===== config.mk =====
export PLATFORM = sky130hd
export DESIGN_NAME = ptp_tx_sched
export DESIGN_NICKNAME = d
export VERILOG_FILES = /design/src/rtl/ptp_tx_sched.sv
export SDC_FILE = /design/constraint.sdc
export NUM_CORES = 1
export LEC_CHECK = 0
export CORE_MARGIN = 1.5
export CORE_UTILIZATION = 50
export CTS_CLUSTER_SIZE = 28
export DETAILED_ROUTE_END_ITERATION = 8
export PLACE_DENSITY = 0.81
export SETUP_SLACK_MARGIN = 0.3
export SYNTH_ARGS = -nofsm -noshare
export SYNTH_HDL_FRONTEND = slang
export SYNTH_SLANG_ARGS = --single-unit

===== constraint.sdc =====
create_clock -name clk -period 4.32 [get_ports clk]
set_input_delay 1.296 -clock clk [delete_from_list [all_inputs] [get_ports clk]]
set_output_delay 1.296 -clock clk [all_outputs]
set_load 0.03 [all_outputs]

===== src/rtl/ptp_tx_sched.sv =====
// PTP transmit scheduler.
// In master mode it requests sync frames periodically. In slave mode it
// requests a delay-request frame after each received sync. It then waits for
// the TX confirmation and for the response, and counts timeouts.
module ptp_tx_sched #(
  parameter int CNT_W = 32,
  parameter int TO_W  = 16
) (
  input  logic             clk,
  input  logic             rst_n,
  input  logic             sched_en,
  input  logic             master_mode,
  input  logic [CNT_W-1:0] sync_interval,
  input  logic [CNT_W-1:0] req_delay,
  input  logic [CNT_W-1:0] resp_timeout,
  input  logic             sync_rx_valid,
  input  logic             resp_rx_valid,
  input  logic [3:0]       ptp_send_type,
  input  logic             ptp_send_type_valid,
  output logic             send_sync_pkt,
  output logic             send_dreq_pkt,
  output logic [CNT_W-1:0] sync_cnt,
  output logic [CNT_W-1:0] req_cnt,
  output logic [TO_W-1:0]  timeout_cnt,
  output logic [2:0]       sched_state
);

  typedef enum logic [2:0] {
    IDLE        = 3'd0,
    M_WAIT      = 3'd1,
    S_WAIT_SYNC = 3'd2,
    S_DELAY     = 3'd3,
    S_WAIT_TX   = 3'd4,
    S_WAIT_RESP = 3'd5
  } state_t;

  state_t           r_state;
  logic [CNT_W-1:0] r_cnt;
  logic             r_send_sync;
  logic             r_send_dreq;
  logic [CNT_W-1:0] r_sync_cnt;
  logic [CNT_W-1:0] r_req_cnt;
  logic [TO_W-1:0]  r_timeout_cnt;

  logic [CNT_W-1:0] w_eff_int;
  logic [CNT_W-1:0] w_cnt_inc;
  logic [CNT_W:0]   w_cnt_next_ext;
  logic             w_int_hit;
  logic             w_dly_hit;
  logic             w_to_hit;
  logic             w_slave_state;
  logic             w_abort;
  logic             w_tx_sync;
  logic             w_tx_dreq;

  // Statistic counters hold at all-ones instead of wrapping.
  function automatic logic [CNT_W-1:0] sat_inc_cnt(input logic [CNT_W-1:0] v);
    return (&v) ? v : v + CNT_W'(1);
  endfunction

  function automatic logic [TO_W-1:0] sat_inc_to(input logic [TO_W-1:0] v);
    return (&v) ? v : v + TO_W'(1);
  endfunction

  // A period below 2 is raised to 2, so sync pulses never land back to back.
  assign w_eff_int = (sync_interval < CNT_W'(2)) ? CNT_W'(2) : sync_interval;
  assign w_cnt_inc = r_cnt + CNT_W'(1);
  assign w_int_hit = (r_cnt >= (w_eff_int - CNT_W'(1)));
  // The ">=" compares also cover a limit that is lowered while a wait runs.
  assign w_dly_hit = (r_cnt >= req_delay);
  // The response wait expires on the edge where cnt would reach resp_timeout,
  // which is exactly resp_timeout cycles after the wait began.
  assign w_cnt_next_ext = {1'b0, r_cnt} + {{CNT_W{1'b0}}, 1'b1};
  assign w_to_hit       = (w_cnt_next_ext >= {1'b0, resp_timeout});

  assign w_slave_state = (r_state == S_WAIT_SYNC) || (r_state == S_DELAY) ||
                         (r_state == S_WAIT_TX)   || (r_state == S_WAIT_RESP);
  // A disable, or a mode input that no longer matches the active role, drops
  // the scheduler back to IDLE. No pulse is issued in that cycle.
  assign w_abort = (r_state != IDLE) &&
                   (!sched_en ||
                    ((r_state == M_WAIT) && !master_mode) ||
                    (w_slave_state && master_mode));

  assign w_tx_sync = ptp_send_type_valid && (ptp_send_type == 4'd1);
  assign w_tx_dreq = ptp_send_type_valid && (ptp_send_type == 4'd3);

  // Scheduler FSM: state, shared cycle counter, request pulses and exchange stats.
  always_ff @(posedge clk or negedge rst_n) begin
    if (!rst_n) begin
      r_state       <= IDLE;
      r_cnt         <= '0;
      r_send_sync   <= 1'b0;
      r_send_dreq   <= 1'b0;
      r_req_cnt     <= '0;
      r_timeout_cnt <= '0;
    end else begin
      r_send_sync <= 1'b0;
      r_send_dreq <= 1'b0;
      if (w_abort) begin
        r_state <= IDLE;
        r_cnt   <= '0;
      end else begin
        case (r_state)
          IDLE: begin
            r_cnt <= '0;
            if (sched_en) begin
              r_state <= master_mode ? M_WAIT : S_WAIT_SYNC;
            end
          end
          M_WAIT: begin
            if (w_int_hit) begin
              r_send_sync <= 1'b1;
              r_cnt       <= '0;
            end else begin
              r_cnt <= w_cnt_inc;
            end
          end
          S_WAIT_SYNC: begin
            if (sync_rx_valid) begin
              r_cnt   <= '0;
              r_state <= S_DELAY;
            end
          end
          S_DELAY: begin
            if (w_dly_hit) begin
              r_send_dreq <= 1'b1;
              r_cnt       <= '0;
              r_state     <= S_WAIT_TX;
            end else begin
              r_cnt <= w_cnt_inc;
            end
          end
          S_WAIT_TX: begin
            if (w_tx_dreq) begin
              r_cnt   <= '0;
              r_state <= S_WAIT_RESP;
            end else if (w_to_hit) begin
              r_timeout_cnt <= sat_inc_to(r_timeout_cnt);
              r_cnt         <= '0;
              r_state       <= S_WAIT_SYNC;
            end else begin
              r_cnt <= w_cnt_inc;
            end
          end
          S_WAIT_RESP: begin
            // The awaited response takes priority over a timeout in the same cycle.
            if (resp_rx_valid) begin
              r_req_cnt <= sat_inc_cnt(r_req_cnt);
              r_cnt     <= '0;
              r_state   <= S_WAIT_SYNC;
            end else if (w_to_hit) begin
              r_timeout_cnt <= sat_inc_to(r_timeout_cnt);
              r_cnt         <= '0;
              r_state       <= S_WAIT_SYNC;
            end else begin
              r_cnt <= w_cnt_inc;
            end
          end
          default: begin
            r_state <= IDLE;
            r_cnt   <= '0;
          end
        endcase
      end
    end
  end

  // Count every confirmed sync transmission, regardless of scheduler state.
  always_ff @(posedge clk or negedge rst_n) begin
    if (!rst_n) begin
      r_sync_cnt <= '0;
    end else if (w_tx_sync) begin
      r_sync_cnt <= sat_inc_cnt(r_sync_cnt);
    end
  end

  assign send_sync_pkt = r_send_sync;
  assign send_dreq_pkt = r_send_dreq;
  assign sync_cnt      = r_sync_cnt;
  assign req_cnt       = r_req_cnt;
  assign timeout_cnt   = r_timeout_cnt;
  assign sched_state   = r_state;

endmodule


==> metrics.md, run 1 <==
| Metric | Value |
|---|---|
| First-pass GRT wire length | between 40 and 50 mm |
| Diode count | 0 |
| Worst-path maximum fanout | 6 |
| DR vias/cell | approximately 5.5 |
| CP Launch Type | input pin |
| Worst VDD drop | 0.303 mV |
| Crit path DAT | around 6000 ps |
| Initial Util | approximately 51% |
| CTS Root Cell | clkbuf_16 |
| Initial DRC count | 422 |
| 1st-pass router iterations | 5 |
| Setup Skew | around 13 ps |
| Final setup fails | 33 |
| Syn avg cell area | 8.80 µm² |
| Cell Rows | 48 |
| Status | complete, but fails checks |
| Wire per inst | 16.5 µm |
| Max-slew violations | 0 |
| Met3 Wirelength | 1.18 mm |
| Leakage | 6.45 nW |
| FMAX | 175 MHz |
| Largest net degree at the start of global routing | 79 |
| Vias in the first global route | 8518 |
| Top_reg_cell synth | dfrtp_1 |
| Syn Nets | roughly 1200 |
| Area leader, netlist | dfrtp_1 |
| GRT Overall Usage | 28.0% |
| Area delta synth->final | 48.8% |
| Fin. Hold Viols | 0 |
| WL met2 | 13.1 mm |
| CTS max path bufs | 2 |
| Die H | about 140 µm |
| DR top layer | met4 |
| Clk_lat worst skew | 410 ps |
| Proportion of layout cells with a drive suffix above 1 | 20.0% |
| R2R setup slack | 170 ps |
| Vias | ~8500 |
| Min Tclk post-route | 5720 ps |
| Fin crit share | 132% |
| Number of flops mapped to enable cells by yosys | 0 |
| TNS Setup | -43530 ps |
| Post-DP Area | 11700 µm² |
| Distinct cells, synth | 55 |
| Clk sinks | 117 |
| Routed Antenna Nets | 0 |
| CP required | about 4600 ps |
| Setup crit end kind | flop |
| Sequential share of the synthesized area | 33.5% |
| FFs w/ async S/R, synth | 100% |
| Num CTS Buffers | 17 |
| Worst path cell trace | buf_6 > or4_4 > or3_4 > or4_4 > buf_4 > or4_4 > buf_6 > nor2_4 > nand2_2 > buf_6 > nor3_4 > xnor2_1 > ha_1 > and4_4 > nand4_1 > nand3b_1 > a31oi_4 > nor4b_4 > o31ai_4 > buf_6 > buf_6 > buf_12 > a21oi_2 > a21o_1 |
| Worst path slowest cell | or4_4 |
| Die area | approximately 18000 µm² |
| Failing checks | negative setup slack |
| Top delay family on crit path | simple AND/OR/NAND/NOR gates |
| Hold Path Class | flop to flop |
| RSZ-0062 raised after global routing | yes |
| Final instance area | 13000 µm² |
| Top cells by area, synth | dfrtp_1 34%, ha_1 14%, xnor2_1 8.0% |
| Final wirelength | between 20 and 30 mm |
| CP most frequent cell | buf_6 |
| I/O Pins | about 190 |
| Clock transition at path regs | approximately 60 ps |
| Final core utilization | 75.7% |
| Max_cap viols | 0 |
| Initial antenna violation count | 0 |
| PnR worst setup slack | -1400 ps |
| Dpl hpwl | 18.5 mm |
| Fin Hold WS | 481 ps |
| GPL Wtd Cong | 0.948 |
| Slew @ Worst Pin | approximately 600 ps |
| Crit-path max cell delay | 520 ps |
| Core box area | 17200 µm² |
| WS Path Type | input pin to flop |
| Met1 WL | ~11 mm |
| Synth Warn # | 0 |
| IO buf count | 191 |
| Relative slew slack | between 60% and 70% |
| Top cell type's share of synthesized area | 33.5% |
| Cell area after synthesis | 8740 µm² |
| H-tree depth | 4 |
| GR Overflow Total | 0 |
| Hold_buf cts | 0 |
| Synthesis-stage register bit count | 117 |
| CTS tree | yes |
| Post-layout nets | about 1500 |
| Post-synthesis cell count | 993 |
| CP Buf/Inv Count | 7 |
| Drc violations | 0 |
| Chip width | around 140 µm |
| PwrDens | 227 nW/µm² |
cells in the mapped netlist, types with 5 or more instances:
library cell  number
nand2_1          120
dfrtp_1          117
ha_1             101
inv_1             80
xnor2_1           80
nor2_1            57
nand3_1           56
xor2_1            45
a21oi_1           43
nand2b_1          32
nor3_1            26
nand4_1           25
o21ai_0           21
and3_1            20
a21o_1            19
and4_1            17
clkbuf_1          16
nor4_1            11
or3_1             11
and2_1            10
or2_2              9
nor2b_1            8
a221oi_1           6
or4_1              6
a211oi_1           5
registers in the layout, summed over array words and instances (netlist names):
register	cells
r_cnt	32
timeout_cnt	16
send_sync_pkt	1
sync_cnt	32
send_dreq_pkt	1
req_cnt	32
sched_state	3
power breakdown:
| part | total, mW | switching [mW] | internal (mW) | leakage (nW) |
|---|---|---|---|---|
| Combinational | 0.430 | 0.202 | 0.228 | 4.58 |
| Clock | 1.38 | 0.558 | 0.824 | 0.278 |
| Sequential | 1.14 | 0.0306 | 1.11 | 1.59 |
| Total | 2.96 | 0.791 | 2.17 | 6.45 |
kinds of logic (layout without fill, tap and decap cells):
family                   after synthesis  count (layout)  share of synthesized area (%)
adder cells (fa/ha/maj)              101             101                           14.5
AND/OR/NAND/NOR                      427             427                           25.8
AO/OA/AOI/OAI                        122             123                           9.01
multiplexers                           4               4                          0.501
buffers and inverters                 97             420                           4.25
flip-flops                           117             117                           33.5
XOR/XNOR                             125             125                           12.5
cell type report:
| class | count | area, µm² |
|---|---|---|
| well taps | 225 | 282 |
| flip-flops and latches | 117 | 2930 |
| fillers | 1179 | 4170 |
| repair buffers | 308 | 2920 |
| multi-input cells | 780 | 5990 |
| clock inverters | 14 | 141 |
| inverters | 80 | 300 |
| clock buffers | 18 | 439 |
path summary, 6_finish.rpt:
check                               end  depth (start not counted)              from
max                            r_cnt[5]                         24  sync_interval[3]
min                         req_cnt[17]                          1       req_cnt[17]
max reg2reg                    r_cnt[5]                         20          r_cnt[1]
min reg2reg                 req_cnt[17]                          1       req_cnt[17]
max in group asynchronous      r_cnt[1]                          2             rst_n
min in group asynchronous  sync_cnt[23]                          1             rst_n
layer usage:
| metal | vias up | GRT usage [%] |
|---|---|---|
| li1 | 4112 | - |
| met1 | 4129 | 34.4 |
| met2 | 246 | 49.9 |
| met3 | 47 | 4.34 |
| met4 | 0 | 9.14 |
| met5 | - | 0 |
placed cells by master (no fill, tap or decap), types with 25 or more instances in the layout:
cell / count
xor2_1: 43
dfrtp_1: 114
a21oi_1: 33
nand3_1: 55
clkdlybuf4s50_1: 183
nor2_1: 51
ha_1: 100
nand2_1: 112
nand4_1: 25
buf_4: 100
inv_1: 80
xnor2_1: 74
metrics by stage:
step | total power [mW] | std cells | worst slack [ps]
final | 2.96 | 1542 | -1400
after global routing | 3.06 | 1542 | -1560
after CTS | 2.96 | 1534 | -1440
after detailed placement | 1.56 | 1484 | -2380
after global placement | 1.56 | 1484 | -2220
after floorplan | 1.32 | 993 | -1690
timing repair:
| item | 4_1_cts | 5_1_grt |
|---|---|---|
| buffers inserted | 15 | 6 |
| gates resized for setup | 98 | 22 |
| gates cloned | 3 | 2 |
| pin swaps | 47 | 14 |
| setup endpoints to repair | 48 | 52 |
Note: power is estimated with default switching activity, not from simulation.
==> run 2, diff against run 1 <==
Settings changed: GPL_ROUTABILITY_DRIVEN from default to 0.
==> results of run 2 <==
Final layout, timing and power as in run 1 (identical DEF).
